File: src/rtl/reg_file_dump_ctrl.sv
// reg_file_dump_ctrl: dumps a register-file range as a byte stream over valid/ready
//
// Ports:
//   clk_i          system clock, all state changes on the rising edge
//   rst_i          synchronous active-high reset
//   start_i        request a dump (sampled only while idle)
//   abort_i        stop the dump at the next byte boundary
//   debug_addr_o   register-file debug read address
//   debug_data_i   combinational debug read data
//   byte_out_o     stream byte
//   byte_valid_o   byte_out_o holds a valid byte
//   byte_ready_i   sink accepts the byte
//   busy_o         high whenever not idle
//   done_o         one-cycle pulse when a dump completes or is aborted
module reg_file_dump_ctrl #(
    parameter int unsigned FIRST_REG = 0,
    parameter int unsigned LAST_REG  = 31,
    parameter bit          HEADER_EN = 1'b1
) (
    input  logic        clk_i,
    input  logic        rst_i,
    input  logic        start_i,
    input  logic        abort_i,
    output logic [4:0]  debug_addr_o,
    input  logic [31:0] debug_data_i,
    output logic [7:0]  byte_out_o,
    output logic        byte_valid_o,
    input  logic        byte_ready_i,
    output logic        busy_o,
    output logic        done_o
);

    if (FIRST_REG > LAST_REG || LAST_REG > 31) begin : g_bad_range
        $error("reg_file_dump_ctrl: need FIRST_REG <= LAST_REG <= 31");
    end

    localparam logic [4:0] FIRST    = FIRST_REG[4:0];
    localparam logic [4:0] LAST     = LAST_REG[4:0];
    localparam logic [2:0] LAST_IDX = HEADER_EN ? 3'd4 : 3'd3;

    typedef enum logic [1:0] {IDLE, LOAD, SEND, FINISH} state_e;

    state_e      state_q, state_d;
    logic [4:0]  addr_q, addr_d;
    logic [31:0] snap_q, snap_d;
    logic [2:0]  cnt_q, cnt_d;
    logic [7:0]  byte_q, byte_d;
    logic        valid_q, valid_d;
    logic        abort_q, abort_d;

    // Byte idx of a register's sequence: optional header, then MSB-first data.
    function automatic logic [7:0] pick(input logic [31:0] w, input logic [4:0] a,
                                        input logic [2:0] idx);
        logic [1:0] d;
        d = HEADER_EN ? 2'(idx - 3'd1) : idx[1:0];
        if (HEADER_EN && idx == 3'd0) return {3'b100, a};
        return d == 2'd0 ? w[31:24] : d == 2'd1 ? w[23:16] : d == 2'd2 ? w[15:8] : w[7:0];
    endfunction

    always_ff @(posedge clk_i) begin
        if (rst_i) begin
            state_q <= IDLE;
            addr_q  <= FIRST;
            snap_q  <= '0;
            cnt_q   <= '0;
            byte_q  <= '0;
            valid_q <= 1'b0;
            abort_q <= 1'b0;
        end else begin
            state_q <= state_d;
            addr_q  <= addr_d;
            snap_q  <= snap_d;
            cnt_q   <= cnt_d;
            byte_q  <= byte_d;
            valid_q <= valid_d;
            abort_q <= abort_d;
        end
    end

    always_comb begin
        state_d = state_q;
        addr_d  = addr_q;
        snap_d  = snap_q;
        cnt_d   = cnt_q;
        byte_d  = byte_q;
        valid_d = valid_q;
        abort_d = abort_q;
        case (state_q)
            IDLE: begin
                valid_d = 1'b0;
                abort_d = 1'b0;
                if (start_i) begin
                    state_d = LOAD;
                    addr_d  = FIRST;
                end
            end
            LOAD: begin
                if (abort_i) begin
                    state_d = FINISH;
                end else begin
                    // The first byte comes straight from the read port since
                    // the snapshot only becomes visible after this edge.
                    snap_d  = debug_data_i;
                    cnt_d   = 3'd0;
                    byte_d  = pick(debug_data_i, addr_q, 3'd0);
                    valid_d = 1'b1;
                    state_d = SEND;
                end
            end
            SEND: begin
                // An abort is remembered until the presented byte is accepted.
                abort_d = abort_q | abort_i;
                if (byte_ready_i) begin
                    if (abort_q || abort_i) begin
                        valid_d = 1'b0;
                        state_d = FINISH;
                    end else if (cnt_q == LAST_IDX) begin
                        valid_d = 1'b0;
                        if (addr_q == LAST) begin
                            state_d = FINISH;
                        end else begin
                            addr_d  = addr_q + 5'd1;
                            state_d = LOAD;
                        end
                    end else begin
                        cnt_d  = cnt_q + 3'd1;
                        byte_d = pick(snap_q, addr_q, cnt_q + 3'd1);
                    end
                end
            end
            FINISH: begin
                state_d = IDLE;
                addr_d  = FIRST;
                valid_d = 1'b0;
                abort_d = 1'b0;
            end
            default: state_d = IDLE;
        endcase
    end

    assign debug_addr_o = addr_q;
    assign byte_out_o   = byte_q;
    assign byte_valid_o = valid_q;
    assign busy_o       = state_q != IDLE;
    assign done_o       = state_q == FINISH;

endmodule

File: config.mk
export PLATFORM = sky130hd
export DESIGN_NAME = reg_file_dump_ctrl
export DESIGN_NICKNAME = d
export VERILOG_FILES = /design/src/rtl/reg_file_dump_ctrl.sv
export SDC_FILE = /design/constraint.sdc
export NUM_CORES = 1
export LEC_CHECK = 0
export ABC_AREA = 1
export ABC_CLOCK_PERIOD_IN_PS = 1500
export BUFFER_PORTS_ARGS = -buffer_cell sky130_fd_sc_hd__buf_4
export CAP_MARGIN = 40
export CORE_MARGIN = 2
export CORE_UTILIZATION = 40
export DETAILED_ROUTE_END_ITERATION = 6
export GPL_TIMING_DRIVEN = 0
export HOLD_SLACK_MARGIN = 0.03
export PLACE_DENSITY = 0.69
export REMOVE_ABC_BUFFERS = 1
export SLEW_MARGIN = 20
export SYNTH_ARGS = -nofsm -noshare
export SYNTH_HDL_FRONTEND = slang
export SYNTH_SLANG_ARGS = --single-unit
export TNS_END_PERCENT = 1
File: constraint.sdc
create_clock -name clk_i -period 1.5 [get_ports clk_i]
set_input_delay 0.15 -clock clk_i [delete_from_list [all_inputs] [get_ports clk_i]]
set_output_delay 0.15 -clock clk_i [all_outputs]
set_load 0.01 [all_outputs]
# Word level (Yosys, flattened, before mapping)
# Index checks and enable logic that the tools add are counted.
totals:
  register_bits: 52
  output_inout_bits: 16
  wordCells: 82
op_classes:
  add_sub_neg: 3
  eq_ne: 15
  n_mux: 41
  bitwise_logic: 2
  reduce_logical: 14
op_table:
  columns: ["cell", "count"]
  rows:
  - ["$mux 8", 10]
  - ["$mux 5", 5]
  - ["$pmux 8 s2", 1]
  - ["$pmux 5 s3", 1]
  - ["$ne 2x2->1 const B", 7]
  - ["$mux 3", 4]
  - ["$mux 1", 11]
  - ["$mux 2", 5]
  - ["$pmux 2 s4", 1]
  - ["$eq 2x2->1 const B", 3]
  - ["$pmux 3 s2", 1]
  - ["$reduce_and 3->1", 2]
  - ["$reduce_and 6->1", 1]
  - ["$reduce_bool 2->1", 3]
  - ["$add 5x1->5 const B", 1]
  - ["$eq 5x5->1 const B", 1]
  - ["$reduce_and 5->1", 1]
  - ["$eq 2x1->1 const B", 2]
  - ["$logic_not 2->1", 2]
  - ["$add 3x1->3 const B", 1]
  - ["$eq 3x3->1 const B", 1]
  - ["$logic_not 3->1", 1]
  - ["$ne 3x3->1 const B", 1]
  - ["$pmux 1 s3", 1]
  - ["other kinds (8)", 8]

# Longest topological paths before layout
# Gate-level depths: netlist of the first run.
depth:
  ltp_word: 12
  depth_mapped: 11
  ltp_nobuf: 11

# Worst setup path after synthesis of the first run
# Ideal clock, no wire load.
synth_timing:
  path_type: "register -> register"
  startpoint: "register state_q[0]"
  endpoint: "register addr_q[4] (netlist: debug_addr_o[4])"
  setup_time_ns: 0.113
  arrival_ns: 1.490
  t_required_ns: 1.387
  slack_ns: -0.103
  stages_incl_launch_ff: 12
  n_path_buf: 1
  synth_period_minus_slack_ns: 1.603
  path_cell_list: "dfxtp_1 > inv_1 > ha_1 > buf_6 > nand2_1 > nand2_1 > nor2_2 > nand2_1 > inv_1 > nand2_1 > nand2_1 > nor2_1"
synth_via:
  elab_chain_len: 3
  word_cells_on_any_way: 11
synth_rtl:
  columns: ["element", "line_no", "text"]
  rows:
  - ["start, declared", "43", "state_e state_q, state_d;"]
  - ["start signal, assigned", "70", "state_q <= state_d;"]
  - ["$eq 2x2->1 or $logic_not 2->1 (tied branches)", "88", "case (state_q)"]
  - ["$ne 2x2->1 (no source line) or $reduce_bool 3->1 (tied branches)", null, null]
  - ["$reduce_and 6->1 (no source line)", null, null]
  - ["end signal, assigned", "71", "addr_q <= addr_d;"]
  - ["end, declared", "44", "logic [4:0] addr_q, addr_d;"]
# Parallel ways exist; a longest one is shown, timed or not.
# A chain may end at the register's enable or synchronous reset.

# Worst setup path after layout of the first run
layout_timing:
  startpoint: "register state_q[1]"
  endpoint: "register cnt_q[2]"
layout_via:
  elab_chain_len: 3
  word_cells_on_any_way: 9
layout_rtl:
  columns: ["element", "line_no", "text"]
  rows:
  - ["$eq 2x2->1 or $eq 2x1->1 (tied branches)", "88", null]
  - ["$ne 2x2->1 (no source line) or $reduce_bool 2->1 (tied branches)", null, null]
  - ["$reduce_and 5->1 (no source line)", null, null]
  - ["end signal, assigned", "73", "cnt_q <= cnt_d;"]
  - ["end, declared", "46", "logic [2:0] cnt_q, cnt_d;"]
# Parallel ways exist; a longest one is shown, timed or not.

==> flow_summary.yaml, run 1 <==
job:
  max_cap_violations: 0
detailed_routing:
  vias: 2566
  drt_iter0_drc: 123
  drt_pass1_iterations: 4
  viasPerCell: 4.860
  wire_per_inst_um: 12.19
  detail-route-antenna-nets: 0
  routed_wl_mm: 6.438
  remaining_drc_errors: 0
worst_hold_path:
  min_to: "cnt_q[1]"
  hp-class: "primary input to flop"
  holdPathStages: 2
  holdCritStartpoint: "rst_i"
timing:
  fin_crit_ns: 1.554
  max_slew_margin_pct: 62.17
  timing.hold.ws_ns: 0.06007
  setup_slack_ns: -0.05433
  rsz0062_at_grt: "true"
  worst_slew_pin_slew_ns: 0.5668
  skew_ns: 0.004327
  finalHoldViolCount: 0
  max_freq_mhz: 643.4
  fin_crit_sh_pct: 103.6
  report.final.setup_viol: 11
  slew_viol_final: 0
clocking:
  clk_pin_slew_worst_paths_ns: 0.10
  cts_tree: "yes"
  clock-sinks: 52
  cts_root_buf: "clkbuf_8"
  cts_buffers: 5
  cts_max_level: 2
  clock_path_buffers: 2
  clock_latency_ns: 0.31
yosys:
  synth_simple_gate_area_share_pct: 29.12
  ys_types: 24
  yosys_warnings: 0
  yosys.area_share.adder_pct: 6.760
  ys_ff_latch: 52
  synth.area.mux_share_pct: 0
  synth_compound_area_share_pct: 14.58
  synth_xor_area_share_pct: 0
  ys_seq_area_share_pct: 40.17
  netlist_area_sq_um: 2591
  synth_edf_count: 0
  synthFlopType: "dfxtp_1"
  synth_cells: 389
  ys_async_sr_fraction_pct: 0
  synth_top_family_by_area: "simple AND/OR/NAND/NOR gates"
  synth_area_per_cell_sq_um: 6.661
pwr:
  powerDensity_nw_per_um2: 1852
  leakage_nw: 1.564
  power_mw: 6.631
  max-vdd-ir-drop_uv: 1121
critical_path:
  crit_type: "flop to flop"
  worstSetupStartpointType: "flop"
  reg2reg_depth: 8
  r2r-start: "state_q[1]"
  crit_arrival_ns: 1.76
  path_max_fanout: 5
  crit_chain: "clkinvlp_4 > ha_4 > nand2_4 > nand2_4 > inv_6 > nand3_4 > o21ai_0 > a21oi_1"
  cp.required_ns: 1.71
  ff2ff_setup_slack_ns: -0.05
  worst_path_most_repeated_cell: "nand2_4"
  r2r_end: "cnt_q[2]"
  slowest_stage: "dfxtp_4"
  crit_path_end_kind: "flop"
  crit_path_max_incr_delay_ns: 0.39
global_route:
  grt_pass1_vias: 2330
  antenna_found_initial: 0
  grt_max_degree: 26
  globalRoute.totalOverflow: 0
  grt_pass1_wl_mm: 10.33
  grt_use_total_pct: 17.56
finish:
  syn_to_final_growth_pct: 38.15
  fillCellCount: 588
  nets: 501
  seq_area_sq_um: 1056
  layout_commonest_cell: "nor2_1"
  mostFrequentLayoutCells: "nor2_1 (77), nand2_1 (71), buf_4 (64)"
  final_area_sq_um: 3580
  multi_input_area_sq_um: 1582
  num_antenna_cells: 0
  drive_gt1_share_pct: 30.38
place:
  placed_area_sq_um: 3045
  dp_hpwl_mm: 4.074
  place_congestion: 0.7958
  portBuffers: 52
die:
  fp.coreArea_sq_um: 6314
  die_h_um: 84.49
  io_pins: 53
  rows: 29
  die_w_um: 84.49
  start_util_pct: 41.04
  die_area_sq_um: 7138
run_status:
  violations: "setup timing"
  outcome: "finished with violations"
## metrics by stage
step | setup WS [ns] | instances | setup TNS, ns | util [%]
detailed placement | -0.4364 | 504 | -17.49 | 48.24
CTS | -0.01865 | 516 | -0.03103 | 51.59
finish | -0.05433 | 528 | -0.2243 | 56.70
global placement | -0.8086 | 502 | -28.92 | 47.56
global route | -0.1101 | 528 | -1.524 | 56.70
floorplan | -0.2916 | 373 | -8.931 | -
## layout make-up
cell class	instances	share of cell area [%]
inverter	44	5.453
tap	77	2.691
timing repair buffer	67	15.06
multi-input combinational	280	44.18
clock buffer	5	1.922
sequential	52	29.50
clock inverter	3	1.188
## worst max-delay path: cells and delay by family (launching register included)
family,cells,cell delay (ns)
buf+inv,2,0.27
compound gates,2,0.28
simple gates,3,0.25
fa+ha+maj,1,0.25
flops,1,0.39
## flip-flops by register name (all words and copies together), names as in the netlist
name and flops:
abort_q 1, byte_out_o 8, byte_valid_o 1, cnt_q 3
debug_addr_o 5, snap_q 32, state_q 2
## how the worst max path moves through the flow
stage,start,end,slack (ns),cells past startpoint
2_1_floorplan,state_q[1],snap_q[10],-0.29,6
3_3_place_gp,state_q[1],snap_q[12],-0.81,6
3_5_place_dp,state_q[0],byte_out_o[6],-0.44,9
4_1_cts,state_q[1],cnt_q[1],-0.02,9
5_1_grt,state_q[0],byte_out_o[6],-0.11,9
6_report,state_q[1],cnt_q[2],-0.05,8
## synth_stat cells (2+ instances only)
cell       n  area share (%)
nand2_1   87              13
ha_1      14             6.8
o21ai_1    2            0.39
dfxtp_1   52              40
clkbuf_1   8             1.2
inv_1     41             5.9
nor2_1    82              12
buf_2      6             1.2
o21ai_0   42             8.1
a21oi_1   30             5.8
nand3_1   12             2.3
## what timing repair did
| item | 4_1_cts | 5_1_grt |
|---|---|---|
| setup buffers | 3 | 10 |
| resized for setup | 27 | 67 |
| cloned | 1 | 2 |
| endpoints found under the setup margin | 51 | 48 |
| endpoints found under the hold margin | 0 | 0 |
| pin swaps | 2 | 17 |
| hold buffers | 0 | 0 |
## power breakdown
part	total (mW)	switching (mW)	internal (mW)
Sequential	2.15	0.319	1.83
Clock	0.980	0.486	0.494
Combinational	3.50	2.05	1.45
## cells by family (layout without fill, tap and decap cells)
logic type,count (synthesis),count (layout)
AO/OA/AOI/OAI,75,75
buffers and inverters,60,119
AND/OR/NAND/NOR,188,191
flip-flops,52,52
adder cells (fa/ha/maj),14,14
## layer usage
metal  routed length [um]  track usage, %
met5                    0               0
met4                  191           5.772
met3                  298           3.540
met2                 2963           29.28
met1                 2984           22.76
No activity file was read; power rests on OpenSTA's default activity.
==> run 2: changes to the inputs <==
--- a/config.mk
+++ b/config.mk
@@ -6,7 +6,7 @@
 export NUM_CORES = 1
 export LEC_CHECK = 0
 export ABC_AREA = 1
-export ABC_CLOCK_PERIOD_IN_PS = 1500
+export ABC_CLOCK_PERIOD_IN_PS = 1600
 export BUFFER_PORTS_ARGS = -buffer_cell sky130_fd_sc_hd__buf_4
 export CAP_MARGIN = 40
 export CORE_MARGIN = 2
@@ -14,7 +14,7 @@
 export DETAILED_ROUTE_END_ITERATION = 6
 export GPL_TIMING_DRIVEN = 0
 export HOLD_SLACK_MARGIN = 0.03
-export PLACE_DENSITY = 0.69
+export PLACE_DENSITY = 0.66
 export REMOVE_ABC_BUFFERS = 1
 export SLEW_MARGIN = 20
 export SYNTH_ARGS = -nofsm -noshare
==> constraint.sdc (replaced) <==
create_clock -name clk_i -period 1.6 [get_ports clk_i]
set_input_delay 0.16 -clock clk_i [delete_from_list [all_inputs] [get_ports clk_i]]
set_output_delay 0.16 -clock clk_i [all_outputs]
set_load 0.01 [all_outputs]
==> run 2 against run 1 <==
Effect of this change: the run now ends clean; sequential power down 7%; clock-buffer cell count increased by 1; register-to-register slack improved by 0.13 ns; design area decreased by 7.7%; sequential share of layout area is 2.3 points higher.
==> flow_summary.yaml, run 2 (synthesized netlist as in run 1, its figures left out) <==
detailed_routing:
  drt_pass1_iterations: 4
  remaining_drc_errors: 0
  wire_per_inst_um: 11.19
  detail-route-antenna-nets: 0
  routed_wl_mm: 5.795
  vias: 2449
  viasPerCell: 4.728
  drt_iter0_drc: 43
global_route:
  grt_pass1_wl_mm: 9.653
  antenna_found_initial: 0
  globalRoute.totalOverflow: 0
  grt_pass1_vias: 2268
  grt_use_total_pct: 16.21
  grt_max_degree: 26
clocking:
  clock_latency_ns: 0.30
  clock_path_buffers: 2
  cts_max_level: 2
  clock-sinks: 52
  cts_root_buf: "clkbuf_8"
  cts_buffers: 5
  ctsHoldBuffers: 0
  cts_tree: "yes"
  clk_pin_slew_worst_paths_ns: 0.09
critical_path:
  reg2reg_depth: 10
  cp_num_buf_inv: 1
  worstSetupStartpointType: "flop"
  crit_chain: "ha_2 > nand2_1 > nor2_1 > ha_2 > o21ai_2 > nand2_2 > inv_2 > nand2_1 > nand2_1 > nor2_1"
  slowest_stage: "dfxtp_4"
  crit_path_end_kind: "flop"
  worst_path_most_repeated_cell: "nand2_1"
  cp.depth: 10
  crit_path_max_incr_delay_ns: 0.37
  path_delay_family: "flip-flops"
  crit_type: "flop to flop"
  path_max_fanout: 5
  cp.required_ns: 1.80
  crit_arrival_ns: 1.72
timing:
  max_freq_mhz: 658.1
  timing.hold.ws_ns: 0.07550
  finalHoldViolCount: 0
  fin_crit_ns: 1.519
  max_slew_margin_pct: 57.73
  slew_viol_final: 0
  rsz0062_at_grt: "true"
  report.final.setup_viol: 0
  setup_slack_ns: 0.08050
  skew_ns: 0.007963
  worst_slew_pin_slew_ns: 0.6334
  fin_crit_sh_pct: 94.97
die:
  start_util_pct: 41.04
  die_h_um: 84.49
  die_w_um: 84.49
  die_area_sq_um: 7138
  rows: 29
  fp.coreArea_sq_um: 6314
  io_pins: 53
pwr:
  powerDensity_nw_per_um2: 1696
  seqPwrFrac_pct: 35.6
  combPwrFrac_pct: 48.7
  p_switching_mw: 2.332
  clkPwrFrac_pct: 15.7
  max-vdd-ir-drop_uv: 790.6
  swShare_pct: 41.61
  leakage_nw: 1.492
  p_int_mw: 3.272
finish:
  fillCellCount: 647
  nets: 491
  syn_to_final_growth_pct: 27.52
  layout_commonest_cell: "nand2_1"
  mostFrequentLayoutCells: "nand2_1 (83), nor2_1 (82), buf_4 (56)"
  num_antenna_cells: 0
  drive_gt1_share_pct: 22.22
  largest_register: "snap_q"
  largest_register_ffs: 32
worst_hold_path:
  hp-class: "primary input to flop"
  holdPathStages: 2
place:
  portBuffers: 52
  dp_hpwl_mm: 4.167
  place_congestion: 0.7991
  post-place-ws_ns: -0.3280
job:
  max_cap_violations: 0
run_status:
  outcome: "completed"
[run 2: worst paths after layout]
check / from / endpoint / slack [ns]
worst min register to register: snap_q[0] / snap_q[0] / 0.46
worst max register to register: debug_addr_o[0] / debug_addr_o[4] / 0.08
worst max-delay path: debug_addr_o[0] / debug_addr_o[4] / 0.08
worst min-delay path: rst_i / state_q[1] / 0.08
[run 2: cell type report]
| type | instances | area (sq um) | area share (%) |
|---|---|---|---|
| multi-input combinational | 279 | 1411 | 42.71 |
| sequential | 52 | 1052 | 31.84 |
| timing repair buffer | 58 | 462.9 | 14.01 |
| inverter | 44 | 173.9 | 5.263 |
| tap | 77 | 96.34 | 2.916 |
| clock buffer | 6 | 72.57 | 2.196 |
| clock inverter | 2 | 35.03 | 1.060 |
[run 2: repair_timing]
item / 4_1_cts / 5_1_grt
gates cloned: 0 / 2
endpoints found under the setup margin: 50 / 50
resized for setup: 13 / 25
buffers inserted: 0 / 4
pin swaps: 2 / 4
hold endpoints to repair: 0 / 0
[run 2: power groups by stage]
stage                     Sequential [mW]  Clock [mW]  Combinational [mW]
after floorplan                      1.99           0                1.64
after global placement               1.97           0                2.37
after detailed placement             1.98           0                2.44
after CTS                            1.96       0.904                2.52
after global routing                 2.05       0.947                3.16
final                                1.99       0.882                2.73
[run 2: through the flow]
stage               instance area [sq um]  utilization [%]  instances   TNS, ns  total power, mW
finish                               3304            52.34        518         0            5.604
global placement                     3003            47.56        502    -23.90            4.338
floorplan                            2516                -        373    -4.931            3.636
global route                         3304            52.34        518  -0.08917            6.151
detailed placement                   3045            48.24        504    -10.31            4.425
CTS                                  3186            50.46        512  -0.04222            5.381
[run 2: worst reg2reg max path: stages, from the launching register on]
cell     delay (ns)
dfxtp_4        0.37
ha_2           0.18
nand2_1        0.07
nor2_1         0.05
ha_2           0.17
o21ai_2        0.23
nand2_2        0.10
inv_2          0.10
nand2_1        0.06
nand2_1        0.05
nor2_1         0.03
[run 2: metal layers]
metal  global-route usage, %  part of all wire [%]
met4                   3.896                   1.1
met1                   20.11                    47
met3                   3.540                   4.9
met5                       0                     0
met2                   28.63                    47
==> run 3: changes to the inputs <==
--- a/config.mk
+++ b/config.mk
@@ -5,7 +5,6 @@
 export SDC_FILE = /design/constraint.sdc
 export NUM_CORES = 1
 export LEC_CHECK = 0
-export ABC_AREA = 1
 export ABC_CLOCK_PERIOD_IN_PS = 1600
 export BUFFER_PORTS_ARGS = -buffer_cell sky130_fd_sc_hd__buf_4
 export CAP_MARGIN = 40
@@ -14,9 +13,8 @@
 export DETAILED_ROUTE_END_ITERATION = 6
 export GPL_TIMING_DRIVEN = 0
 export HOLD_SLACK_MARGIN = 0.03
-export PLACE_DENSITY = 0.66
+export PLACE_DENSITY = 0.67
 export REMOVE_ABC_BUFFERS = 1
-export SLEW_MARGIN = 20
 export SYNTH_ARGS = -nofsm -noshare
 export SYNTH_HDL_FRONTEND = slang
 export SYNTH_SLANG_ARGS = --single-unit
==> run 3 against run 2 <==
Effect of this change: the flow now finishes with violations (setup timing); setup slack got worse by 0.40 ns; synthesized cell count decreased by 22%; design area decreased by 1.4%; combinational power decreased by 44%; critical path type unchanged.
==> flow_summary.yaml, run 3 <==
detailed_routing:
  routed_wl_mm: 5.840
  drt_pass1_iterations: 4
  wire_per_inst_um: 13.52
  viasPerCell: 5.197
  top_layer_used: "met4"
  met3WireLength_um: 223
  met2_length_mm: 2.824
  drt_iter0_drc: 81
  detail-route-antenna-nets: 0
  vias: 2245
  drt-met1-wl_mm: 2.656
  remaining_drc_errors: 0
clocking:
  clk_pin_slew_worst_paths_ns: 0.09
  cts_buffers: 5
  ctsHoldBuffers: 0
  cts_max_level: 2
  clock_latency_ns: 0.30
  cts_tree: "yes"
  clock-sinks: 52
  clock_path_buffers: 2
  cts_root_buf: "clkbuf_8"
finish:
  largest_register: "snap_q"
  syn_to_final_growth_pct: 30.61
  layout_commonest_cell: "nand2_1"
  nets: 407
  drive_gt1_share_pct: 26.33
  final_area_sq_um: 3257
  num_antenna_cells: 0
  mostFrequentLayoutCells: "nand2_1 (73), buf_4 (61), dfxtp_1 (47)"
  seq_area_sq_um: 1055
  fin_util_pct: 54.68
  fillCellCount: 565
  largest_register_ffs: 32
  multi_input_area_sq_um: 1456
yosys:
  netlist_area_sq_um: 2494
  synthFlopType: "dfxtp_1"
  ys_seq_area_share_pct: 41.75
  synth_xor_area_share_pct: 0.3512
  synthTopCellsByArea: "dfxtp_1 (42%), nand2_1 (11%), a21oi_1 (8.2%), ha_1 (7.0%), mux2i_1 (5.6%)"
  synthTopCellsByCount: "nand2_1 (73), dfxtp_1 (52), a21oi_1 (41)"
  yosys.area_share.adder_pct: 7.025
  ys_types: 38
  synth_most_common_cell: "nand2_1"
  synth_edf_count: 0
  synth_compound_area_share_pct: 19.52
  yosysTopAreaCell: "dfxtp_1"
  yosys_warnings: 0
  synth_simple_gate_area_share_pct: 20.62
  synth_top_area_share_pct: 41.75
  synth_top_family_by_area: "simple AND/OR/NAND/NOR gates"
  ys_ff_latch: 52
  synth_area_per_cell_sq_um: 8.176
  synth_cells: 305
  ys_async_sr_fraction_pct: 0
  synth.area.mux_share_pct: 5.620
critical_path:
  reg2reg_depth: 7
  worstSetupStartpointType: "flop"
  crit_type: "flop to flop"
  r2r_end: "debug_addr_o[0]"
  r2r-start: "debug_addr_o[0]"
  worst_path_most_repeated_cell: "ha_4"
  crit_arrival_ns: 2.15
  cp_num_buf_inv: 0
  crit_path_max_incr_delay_ns: 0.37
  ff2ff_setup_slack_ns: -0.32
  crit_chain: "ha_4 > and3_4 > ha_4 > o31a_1 > a2111o_1 > or3_1 > a21oi_1"
  crit_path_end_kind: "flop"
  slowest_stage: "dfxtp_4"
  path_delay_family: "compound AO/OA/AOI/OAI gates"
  path_max_fanout: 3
  cp.required_ns: 1.83
pwr:
  powerDensity_nw_per_um2: 1234
  max-vdd-ir-drop_uv: 730.8
  power_mw: 4.019
  leakage_nw: 1.207
worst_hold_path:
  hp-class: "primary input to flop"
  min_to: "snap_q[18]"
  holdPathStages: 3
  holdCritStartpoint: "debug_data_i[18]"
timing:
  rsz0062_at_grt: "true"
  finalHoldViolCount: 0
  worst_slew_pin_slew_ns: 0.5222
  fin_crit_sh_pct: 120.1
  max_slew_margin_pct: 65.19
  report.final.setup_viol: 33
  setup_slack_ns: -0.3220
  skew_ns: 0.003780
  fin_crit_ns: 1.922
  setup-tns-final_ns: -3.568
  slew_viol_final: 0
  max_freq_mhz: 520.3
die:
  fp.coreArea_sq_um: 5956
  start_util_pct: 41.87
  io_pins: 53
  die_w_um: 82.96
  rows: 28
  die_area_sq_um: 6882
  die_h_um: 82.96
job:
  max_cap_violations: 0
global_route:
  grt_use_total_pct: 17.19
  grt_max_degree: 53
  grt_pass1_vias: 2093
  globalRoute.totalOverflow: 0
  grt_pass1_wl_mm: 9.867
  antenna_found_initial: 0
run_status:
  violations: "setup timing"
  outcome: "finished with violations"
place:
  placed_area_sq_um: 2935
  dp_hpwl_mm: 3.942
  portBuffers: 52
  place_congestion: 0.7602
-- run 3: cell type report --
class / count / area share (%)
repair buffers: 63 / 14.98
flip-flops and latches: 52 / 32.39
clock inverters: 2 / 1.191
inverters: 14 / 1.614
well taps: 75 / 2.881
multi-input cells: 220 / 44.72
clock buffers: 6 / 2.228
-- run 3: through the flow --
step	cells	setup WS (ns)	hold slack [ns]
finish	432	-0.3220	0.09472
global route	432	-0.3993	0.08609
CTS	429	-0.3878	0.08589
detailed placement	415	-0.9421	0.4153
global placement	413	-1.549	0.4086
floorplan	286	-0.7630	0.2291
-- run 3: kinds of logic (layout without fill, tap and decap cells) --
group,Yosys count,in the layout
xor+xnor,1,1
buf+inv,33,85
compound gates,77,77
flops,52,52
fa+ha+maj,14,14
mux,14,14
simple gates,114,114
-- run 3: tightest hold or removal path, stage by stage --
cell and delay (ns):
buf_4 0.10, nand2_1 0.04, a21oi_1 0.05
-- run 3: power by group --
group	internal [mW]	switching (mW)	total (mW)	leakage, nW
Clock	0.473	0.432	0.905	0.0558
Sequential	1.47	0.124	1.59	0.425
Combinational	0.683	0.840	1.52	0.726
-- run 3: how the worst max path moves through the flow --
stage	startpoint	end	slack, ns	cells past startpoint
2_1_floorplan	state_q[1]	cnt_q[0]	-0.76	6
4_1_cts	debug_addr_o[1]	debug_addr_o[3]	-0.39	7
5_1_grt	cnt_q[1]	debug_addr_o[2]	-0.40	7
3_5_place_dp	state_q[1]	byte_out_o[3]	-0.94	6
6_report	debug_addr_o[0]	debug_addr_o[0]	-0.32	7
3_3_place_gp	state_q[1]	cnt_q[0]	-1.55	6
-- run 3: routing by layer --
layer | global-route usage [%] | up-vias
met1 | 22.58 | 1036
li1 | - | 1148
met2 | 28.37 | 51
met5 | 0 | -
met3 | 2.982 | 10
met4 | 6.110 | 0
-- run 3: what timing repair did --
item,4_1_cts,5_1_grt
setup endpoints to repair,51,51
buffers inserted,6,3
pin swaps,7,4
gates resized for setup,26,8
